<file path="src/rtl/multiplex.sv">
// Round-robin merge of INC strobe/ready streams into one output stream.
// Each output word carries the index of the input it came from. A two-entry
// buffer sits between the arbiter and the output, so in_rdy never depends
// on out_rdy and one word per cycle is sustained.
module multiplex #(
  parameter  int ARGW = 16,
  parameter  int INC  = 2,
  localparam int SELW = $clog2(INC)
) (
  input  logic                clk,
  input  logic                rst,
  input  logic [INC-1:0]      in_stb,
  input  logic [INC*ARGW-1:0] in_dat,
  output logic [INC-1:0]      in_rdy,
  output logic                out_stb,
  output logic [ARGW-1:0]     out_dat,
  output logic [SELW-1:0]     out_sel,
  input  logic                out_rdy
);

  logic [SELW-1:0] prio_q, prio_d;
  logic [SELW-1:0] buf_sel_q [2];
  logic [ARGW-1:0] buf_dat_q [2];
  logic            head_q, head_d;
  logic [1:0]      cnt_q, cnt_d;

  logic            gnt_vld;
  logic [SELW-1:0] gnt_idx;
  logic [ARGW-1:0] gnt_dat;
  logic            full;
  logic            push;
  logic            pop;
  logic            tail;

  // Grant: first strobing input at or after prio, wrapping modulo INC.
  // Walking the offsets from the far end lets the nearest hit win last.
  always_comb begin
    logic [SELW-1:0] cand;
    cand    = '0;
    gnt_vld = 1'b0;
    gnt_idx = '0;
    for (int k = INC - 1; k >= 0; k--) begin
      cand = SELW'((int'(prio_q) + k) % INC);
      if (in_stb[cand]) begin
        gnt_vld = 1'b1;
        gnt_idx = cand;
      end
    end
  end

  // Select the granted input's data word.
  always_comb begin
    gnt_dat = '0;
    for (int i = 0; i < INC; i++) begin
      if (gnt_idx == SELW'(i)) gnt_dat = in_dat[ARGW*i +: ARGW];
    end
  end

  // Handshake decode; a full buffer blocks push even when a pop is under way,
  // which keeps out_rdy out of the in_rdy cone entirely.
  always_comb begin
    full   = (cnt_q == 2'd2);
    push   = rst & gnt_vld & ~full;
    pop    = out_stb & out_rdy;
    tail   = head_q ^ (cnt_q == 2'd1);
    in_rdy = '0;
    in_rdy[gnt_idx] = push;
  end

  // Next-state for pointer, head and occupancy.
  always_comb begin
    prio_d = prio_q;
    if (push) begin
      prio_d = (gnt_idx == SELW'(INC - 1)) ? '0 : gnt_idx + 1'b1;
    end
    head_d = head_q ^ pop;
    cnt_d  = cnt_q;
    if (push && !pop)      cnt_d = cnt_q + 2'd1;
    else if (!push && pop) cnt_d = cnt_q - 2'd1;
  end

  // State registers; reset discards any buffered words.
  always_ff @(posedge clk or negedge rst) begin
    if (!rst) begin
      prio_q <= '0;
      head_q <= 1'b0;
      cnt_q  <= 2'd0;
      for (int e = 0; e < 2; e++) begin
        buf_sel_q[e] <= '0;
        buf_dat_q[e] <= '0;
      end
    end else begin
      prio_q <= prio_d;
      head_q <= head_d;
      cnt_q  <= cnt_d;
      if (push) begin
        buf_sel_q[tail] <= gnt_idx;
        buf_dat_q[tail] <= gnt_dat;
      end
    end
  end

  // Output side is driven straight from the head entry.
  always_comb begin
    out_stb = (cnt_q != 2'd0);
    out_dat = buf_dat_q[head_q];
    out_sel = buf_sel_q[head_q];
  end

endmodule

</file>
<file path="config.mk">
export PLATFORM = sky130hd
export DESIGN_NAME = multiplex
export DESIGN_NICKNAME = d
export VERILOG_FILES = /design/src/rtl/multiplex.sv
export SDC_FILE = /design/constraint.sdc
export NUM_CORES = 1
export LEC_CHECK = 0
export CAP_MARGIN = 40
export CORE_MARGIN = 3
export CORE_UTILIZATION = 47
export DETAILED_ROUTE_END_ITERATION = 8
export GPL_TIMING_DRIVEN = 0
export PLACE_DENSITY = 0.84
export SETUP_SLACK_MARGIN = 0.3
export SYNTH_ARGS = -nofsm -noshare
export SYNTH_HDL_FRONTEND = slang
export SYNTH_SLANG_ARGS = --single-unit
export TNS_END_PERCENT = 50
</file>
<file path="constraint.sdc">
create_clock -name clk -period 2.5 [get_ports clk]
set_clock_uncertainty 0.05 [all_clocks]
set_input_delay 0.5 -clock clk [delete_from_list [all_inputs] [get_ports clk]]
set_output_delay 0.5 -clock clk [all_outputs]
set_load 0.005 [all_outputs]
</file>
; Word level (Yosys, flattened, before mapping)
; Cells that the tools add are included.
[word_totals]
register_bits = 38
input_bits = 37
out_inout_bits = 20
elab_cells = 63
[classes]
n_addsub = 4
n_lt_le_gt_ge = 7
eq_ne = 2
n_mux = 26
bitwise = 9
reduce_logical = 8
[ops]
columns = op, count
row1 = $mux W16, 5
row2 = $bwmux W32, 1
row3 = $demux W16 S1, 1
row4 = $mux W1, 14
row5 = $lt A1 B2 Y1 const B, 3
row6 = $ge A2 B2 Y1 const B, 2
row7 = $logic_and A1 B1 Y1, 4
row8 = $mux W2, 2
row9 = $not A1 Y2, 2
row10 = $reduce_bool A2 Y1, 2
row11 = $and A1 B1 Y1, 3
row12 = $add A1 B1 Y1 const B, 2
row13 = $add A2 B1 Y2 const B, 1
row14 = $and A2 B2 Y2, 1
row15 = $bwmux W2, 1
row16 = $demux W1 S1, 2
row17 = $eq A2 B1 Y1 const B, 1
row18 = $eq A2 B2 Y1 const B, 1
row19 = $logic_not A1 Y1, 2
row20 = $lt A2 B1 Y1 const B, 1
row21 = $sub A2 B1 Y2 const B, 1
row22 = $xor A1 B1 Y1, 2
row23 = $ge A1 B1 Y1 const B, 1
row24 = $not A1 Y1, 1

; Depth between registers and ports, before layout
; Gate-level depths: netlist of run 1.
[depth]
word_depth = 11
depth_mapped = 8
depth_no_buf = 6

; Least setup slack after synthesis of run 1
; Ideal clock, no wire load.
[synth_path]
path_type = reg-to-reg
startpoint = register cnt_q[0]
endpoint = register buf_dat_q[16] in the netlist's numbering
setup_ns = 0.125
t_arrival_ns = 1.595
required_time_ns = 2.325
slack_ns = 0.731
stages_incl_launch_ff = 8
n_path_buf = 1
period_less_slack_ns = 1.769
path_cell_list = dfrtp_1 inv_1 ha_1 nor2b_2 o21ai_1 nor2_4 buf_4 mux2_2
[synth_between]
elab_chain_len = 8
elab_cells_between_ends = 12
cone_classes = 2 x order compare / 2 x eq/ne / 3 x mux / 4 x bitwise / 1 x reduce/logical
[synth_rtl]
columns = item, line_no
row1 = start: declaration, 25  ; logic [1:0] cnt_q, cnt_d;
row2 = start signal: assignment, 95  ; cnt_q <= cnt_d;
row3 = $eq A2 B1 Y1, 65  ; tail = head_q ^ (cnt_q == 2'd1);
row4 = $xor A1 B1 Y1, 65
row5 = $not A1 Y2 (implied by the code), 98  ; buf_dat_q[tail] <= gnt_dat;
row6 = $ge A2 B2 Y1 (implied by the code) / $lt A2 B1 Y1 (equally long branches), 98
row7 = $logic_and A1 B1 Y1 (implied by the code), 98
row8 = $mux W16 (implied by the code), 98
row9 = $demux W16 S1, 98
row10 = $bwmux W32, 98
row11 = end signal: indexed assignment, 98
row12 = end: declaration, 23  ; logic [ARGW-1:0] buf_dat_q [2];
; Several ways; a longest one is shown, not always the timed one.
; A chain may end at the register's enable or synchronous reset.

; Worst setup path after layout of run 1
[layout_path]
startpoint = register head_q
endpoint = output port out_dat[12]
[layout_between]
elab_chain_len = 4
[layout_rtl]
columns = item, line_no
row1 = start: declaration, 24  ; logic head_q, head_d;
row2 = start signal: assignment, 86  ; head_q <= 1'b0;
row3 = start signal: assignment, 94  ; head_q <= head_d;
row4 = $not A1 Y2 (implied by the code), 106  ; out_dat = buf_dat_q[head_q];
row5 = $mux W16 (implied by the code) (3 in series), 106
row6 = end: declaration, 16  ; output logic [ARGW-1:0] out_dat,
; No other way between the ends. The select of a mux whose other input is x is not followed.

==> run summary, run 1 <==
status - finished, final reports clean
combinational power share - 0.558
worst setup path startpoint - head_q
DP Wirelength - 3060 microns
total number of vias - 1360
fill count - 286
sw frac - 0.305
crit-path leading delay family - buffers and inverters
reg-to-reg critical path endpoint - buf_dat_q[14]
EDFF count, synth - 0
Vias per Instance - 5.13
Final Hold Viols - 0
Core Rows - 23
Final ANT Viol Nets - 0
die area - 5080 sq um
Finished Core Util - 0.696
Async S/R FF share, synth - 1.00
ant diodes - 0
NetSw - 1.02 mW
die span in y - 71.2 microns
HP Class - in2async
final worst-path setup slack - 0.301 ns
routability cong. - 0.777
Max Cap Viol - 0
Non-Filler Cell Area, Final - 2830 sq um
Worst R2R Path Depth - 9
sequential area share after synthesis - 0.475
endpoints failing setup - 0
Least-Margin Pin Slew - 0.322 ns
headroom to the max-slew limit - 0.785
die width - 71.2 microns
placed insts - 247
reg2reg start - cnt_q[0]
Tmin final - 2.20 ns
port bufs - 56
crit path max fanout - 4
grt ovf - 0
Lkg Pwr - 1.29 nW
Mapped Area - 2000 sq um
H-tree lvl count - 2
Cell Count, Final, Fillers Out - 265
CTS tree - yes
WP data required - 1.95 ns
Int Power - 2.33 mW
core outline area - 4060 sq um
setup TNS - 0 ns
VDD IR max - 0.000682 V
Layout area overhead - 41.2%
fmax - 0.455 GHz
WL/cell - 16.2 microns
clock power share - 0.116
Cell variety after synth - 25
Hold Slack - 0.0226 ns
GRT Util Overall - 0.183
Layout Nets - 255
Total Wirelength - 4280 microns
Yosys Warn Count - 0
I/O Pins - 57
Post-Syn Nets - 181
Worst-Skew Late Latency - 0.29 ns
largest net degree at the start of global routing - 40
Worst Setup End Kind - output port
Num CTS Buffers - 5
pwr dens - 1190 nW/um^2
clk slew on worst S/H paths - 0.07 ns
Critical-path top delay cell - clkdlybuf4s50_1
Max Slew Vio Count - 0
post-place setup slack - -0.414 ns
clk sinks - 38
instance area at placement - 2620 sq um
DR pass1 iterations - 4
root buf cell - clkbuf_8
# hold bufs at CTS - 0
first-pass GRT wire length - 7200 microns
vias in the first global route - 1507
Levels on crit path - 4
FF+latch count, synth - 38
Flop pwr share - 0.327
RSZ-0062 raised after global routing - yes
critical path arrival - 1.65 ns
Mapped Cells - 141
critical path buffer and inverter count - 3
startpoint type of the worst setup path - register
Longest Clk Path Bufs - 2
dominant synthesized flop cell - dfrtp_1
Final Cycle Share - 0.880
DR iter-0 viols - 47
kind of critical path - reg2out
initial antenna violation count - 0
Syn Area/Cell - 14.2 sq um
Initial Util - 0.493
critical path cell sequence - buf_6 -> buf_4 -> mux2_2 -> clkdlybuf4s50_1
flop2flop setup slack - 0.51 ns
share of layout cells above drive strength 1 - 0.423
power consumption - 3.35 mW
DRC viols - 0
Max stage delay on crit path - 0.44 ns
how the worst max path moves through the flow:
| stage | to | slack (ns) |
|---|---|---|
| 2_1_floorplan | buf_dat_q[16] | 0.73 |
| 3_3_place_gp | in_rdy[1] | -1.44 |
| 5_1_grt | out_dat[12] | 0.25 |
| 6_report | out_dat[12] | 0.30 |
| 4_1_cts | out_dat[5] | 0.25 |
| 3_5_place_dp | in_rdy[1] | -0.41 |
synthesized netlist by cell type, types with 2 or more instances:
| cell | number | area [sq um] |
|---|---|---|
| dfrtp_1 | 38 | 951 |
| mux2_1 | 4 | 45.0 |
| xnor2_1 | 2 | 17.5 |
| nor2_1 | 3 | 11.3 |
| maj3_1 | 2 | 20.0 |
| ha_1 | 3 | 37.5 |
| mux2_4 | 9 | 135 |
| inv_1 | 6 | 22.5 |
| mux2i_1 | 3 | 30.0 |
| o21ai_1 | 2 | 10.0 |
| buf_2 | 4 | 20.0 |
| nand2_1 | 2 | 7.51 |
| mux2_2 | 51 | 574 |
power by group through the flow:
stage / clock (mW) / sequential (mW) / combinational [mW]
finish: 0.388 / 1.10 / 1.87
global route: 0.422 / 1.14 / 2.02
detailed placement: 0 / 1.11 / 1.81
global placement: 0 / 1.08 / 1.77
CTS: 0.397 / 1.10 / 1.88
floorplan: 0 / 1.06 / 1.13
flip-flops by register name (all words and copies together), names as in the netlist:
name	flops
buf_dat_q	32
buf_sel_q	2
cnt_q	2
head_q	1
prio_q	1
what timing repair did:
action                                  4_1_cts  5_1_grt
hold endpoints to repair                      0        0
setup buffers                                 9        2
pin swaps                                     2        1
cloned                                        0        0
endpoints found under the setup margin       43       15
resized for setup                            24       10
cell families after synthesis:
logic type / share of synthesized area
AO/OA/AOI/OAI: 0.0119
XOR/XNOR: 0.0213
adder cells (fa/ha/maj): 0.0288
buffers and inverters: 0.0407
flip-flops: 0.475
multiplexers: 0.392
AND/OR/NAND/NOR: 0.0300
layout by cell type, fill, tap and decap left out:
cell / Yosys / layout
mux2_2: 51 / 51
dfrtp_1: 38 / 38
clkdlybuf4s50_1: 0 / 36
buf_4: 1 / 13
dlygate4sd2_1: 0 / 13
mux2_4: 9 / 9
inv_1: 6 / 6
dlymetal6s2s_1: 0 / 6
clkbuf_8: 0 / 5
mux2_1: 4 / 4
nor2_1: 3 / 3
mux2i_1: 3 / 3
ha_1: 3 / 3
buf_6: 1 / 2
buf_8: 0 / 2
nand2_1: 2 / 2
maj3_1: 2 / 2
xnor2_1: 2 / 2
clkbuf_1: 0 / 2
nor2b_4: 0 / 1
o21a_2: 1 / 1
o21ai_2: 0 / 1
and2_1: 1 / 1
o21ai_1: 2 / 1
nor2b_1: 1 / 1
xor2_1: 1 / 1
o21ai_4: 0 / 1
xor2_2: 1 / 1
nor2_4: 1 / 1
buf_2: 4 / 1
and2_4: 1 / 1
buf_12: 1 / 1
metal layers:
| metal | routed length (microns) | track usage | vias to the layer above | part of all wire |
|---|---|---|---|---|
| met5 | 0 | 0 | - | 0 |
| met4 | 48 | 0.0501 | 0 | 0.011 |
| met3 | 323 | 0.0603 | 6 | 0.075 |
| met2 | 2150 | 0.318 | 53 | 0.50 |
| met1 | 1760 | 0.217 | 661 | 0.41 |
| li1 | - | - | 640 | - |
area by class of cell:
type / instances / area, sq um / area share
Multi-Input combinational cell: 90 / 988 / 0.350
Sequential cell: 38 / 951 / 0.337
Timing Repair Buffer: 67 / 647 / 0.229
Tap cell: 50 / 62.6 / 0.0221
Clock buffer: 7 / 76.3 / 0.0270
Buffer: 7 / 77.6 / 0.0275
Inverter: 6 / 22.5 / 0.00797
Power figures use the tool's default switching activity.
==> run 2: changes to the inputs <==
--- a/config.mk
+++ b/config.mk
@@ -6,5 +6,5 @@
 export NUM_CORES = 1
 export LEC_CHECK = 0
-export CAP_MARGIN = 40
+export CAP_MARGIN = 20
 export CORE_MARGIN = 3
 export CORE_UTILIZATION = 47
==> constraint.sdc (replaced) <==
create_clock -name clk -period 2.5 [get_ports clk]
set_clock_uncertainty 0.05 [all_clocks]
set_input_delay 0.375 -clock clk [delete_from_list [all_inputs] [get_ports clk]]
set_output_delay 0.375 -clock clk [all_outputs]
set_load 0.005 [all_outputs]
==> run 2 against run 1 <==
Net effect:
- sequential share of layout area decreased by 0.16 points
- maximum frequency grew 2.0%
- die area is the same
- highest routed layer unchanged
- clock power hardly changed
==> run summary, run 2 (synthesized netlist as in run 1, its figures left out) <==
Worst-Skew Late Latency - 0.29 ns (about the same)
Lkg Pwr - 1.23 nW (-4.1%)
total number of vias - 1356 (-0.29%)
share of layout cells above drive strength 1 - 0.423 (unchanged)
Max stage delay on crit path - 0.45 ns (about the same)
Layout area overhead - 41.9%
crit-path leading delay family - buffers and inverters
die area - 5080 sq um (unchanged)
Total Wirelength - 4300 microns (+0.51%)
routability cong. - 0.777 (unchanged)
Final ANT Viol Nets - 0 (unchanged)
flop2flop setup slack - 0.51 ns (about the same)
port bufs - 56 (unchanged)
root buf cell - clkbuf_8
Vias per Instance - 5.12 (-0.29%)
vias in the first global route - 1513 (+0.40%)
VDD IR max - 0.000646 V (-5.3%)
NetSw - 1.02 mW (-0.24%)
kind of critical path - reg2out
die width - 71.2 microns (unchanged)
die span in y - 71.2 microns (unchanged)
Final Cycle Share - 0.862 (-0.0173)
critical path buffer and inverter count - 3 (unchanged)
commonest non-fill, non-tap cells in the layout - mux2_2 (51), clkdlybuf4s50_1 (51), dfrtp_1 (38)
clock power share - 0.113 (-0.003)
I/O Pins - 57 (unchanged)
headroom to the max-slew limit - 0.788 (+0.00284)
Max Cap Viol - 0 (unchanged)
DR iter-0 viols - 65 (+38%)
reg-to-reg critical path endpoint - buf_dat_q[6]
first-pass GRT wire length - 7260 microns (+0.86%)
DR pass1 iterations - 2 (-2)
combinational power share - 0.567 (+0.009)
Hold EP - buf_dat_q[1]
Tmin final - 2.16 ns (-0.0432 ns)
setup TNS - 0 ns (unchanged)
Largest Register - buf_dat_q
Worst Setup End Kind - output port
Layout Nets - 255 (unchanged)
Longest Clk Path Bufs - 2 (unchanged)
GRT Util Overall - 0.185 (+0.00208)
H-tree lvl count - 2 (unchanged)
Initial Util - 0.493 (unchanged)
worst setup path startpoint - head_q
Critical-path top delay cell - clkdlybuf4s50_1
clk slew on worst S/H paths - 0.07 ns (about the same)
Max Slew Vio Count - 0 (unchanged)
pwr dens - 1210 nW/um^2 (+1.8%)
Hold Path Depth - 1
largest net degree at the start of global routing - 39 (-2.5%)
Int Power - 2.41 mW (+3.4%)
WL/cell - 16.2 microns (+0.51%)
crit path max fanout - 10 (+6)
RSZ-0062 raised after global routing - no
endpoints failing setup - 0 (unchanged)
core outline area - 4060 sq um (unchanged)
DP Wirelength - 3060 microns (unchanged)
Least-Margin Pin Slew - 0.317 ns (-0.00425 ns)
Flop pwr share - 0.320 (-0.007)
fmax - 0.464 GHz (+2.0%)
WP data required - 2.08 ns (+0.13 ns)
clk sinks - 38 (unchanged)
critical path cell sequence - buf_6 -> buf_6 -> mux2_2 -> clkdlybuf4s50_1
CTS tree - yes
Top Registers - buf_dat_q: 32 flops, buf_sel_q: 2 flops, cnt_q: 2 flops
Worst R2R Path Depth - 9 (unchanged)
Core Rows - 23 (unchanged)
startpoint type of the worst setup path - register
HP Class - reg2reg
Num CTS Buffers - 5 (unchanged)
Hold Crit Start - buf_dat_q[1]
post-place setup slack - -0.164 ns (+0.250 ns)
final worst-path setup slack - 0.344 ns (+0.0432 ns)
grt ovf - 0 (unchanged)
CP dominant cell by count - buf_6
initial antenna violation count - 0 (unchanged)
max reg flops - 32 (unchanged)
reg2reg start - cnt_q[0]
DRC viols - 0 (unchanged)
sw frac - 0.298 (-0.00755)
status - finished, final reports clean
ant diodes - 0 (unchanged)
critical path arrival - 1.73 ns (+0.08 ns)
Final Hold Viols - 0 (unchanged)
==> run 2: per-stage QoR <==
| step | utilization | instances | hold slack [ns] | total power, mW | instance area [sq um] |
|---|---|---|---|---|---|
| after global routing | 0.700 | 265 | 0.477 | 3.66 | 2840 |
| after global placement | 0.647 | 247 | 0.434 | 2.85 | 2620 |
| after floorplan | - | 141 | 0.0294 | 2.19 | 2000 |
| final | 0.700 | 265 | 0.456 | 3.43 | 2840 |
| after detailed placement | 0.645 | 247 | 0.441 | 2.93 | 2620 |
| after CTS | 0.693 | 264 | 0.458 | 3.45 | 2810 |
==> run 2: worst register-to-register path, cell delays in order (launching register included) <==
cell	delay, ns
dfrtp_1	0.36
inv_1	0.07
ha_1	0.23
nor2b_4	0.15
o21a_2	0.15
buf_4	0.12
and2_4	0.13
buf_6	0.14
buf_12	0.16
mux2_4	0.31
==> run 2: worst max path at each step <==
stage,cells after the start,slack [ns],endpoint
floorplan,7,0.73,buf_dat_q[16]
global placement,5,-1.19,in_rdy[1]
detailed placement,5,-0.16,in_rdy[1]
CTS,6,0.25,in_rdy[1]
global route,4,0.29,out_dat[13]
finish,4,0.34,out_dat[14]
==> run 2: final cells by class <==
| type | instances | area (sq um) |
|---|---|---|
| flip-flops and latches | 38 | 951 |
| repair buffers | 67 | 662 |
| well taps | 50 | 62.6 |
| fillers | 278 | 1220 |
| multi-input cells | 90 | 991 |
| clock buffers | 7 | 76.3 |
| plain buffers | 7 | 73.8 |
| inverters | 6 | 22.5 |
==> run 2: timing repair <==
action,in CTS,in global routing
resized for setup,11,5
hold endpoints to repair,38,0
hold buffers,2,0
buffers inserted,8,1
endpoints found under the setup margin,34,9
pin swaps,2,0
==> run 2: power by group through the flow <==
stage,logic (mW),registers (mW),clock network [mW]
after floorplan,1.13,1.06,0
after global placement,1.77,1.08,0
after detailed placement,1.81,1.11,0
after CTS,1.95,1.10,0.397
after global routing,2.10,1.14,0.420
final,1.95,1.10,0.387
==> run 2: layer usage <==
layer  up-vias  share of wire  GRT usage
li1        643              -          -
met1       658           0.42      0.221
met2        49           0.50      0.322
met3         6          0.070     0.0589
met4         0          0.011     0.0501
met5         -              0          0
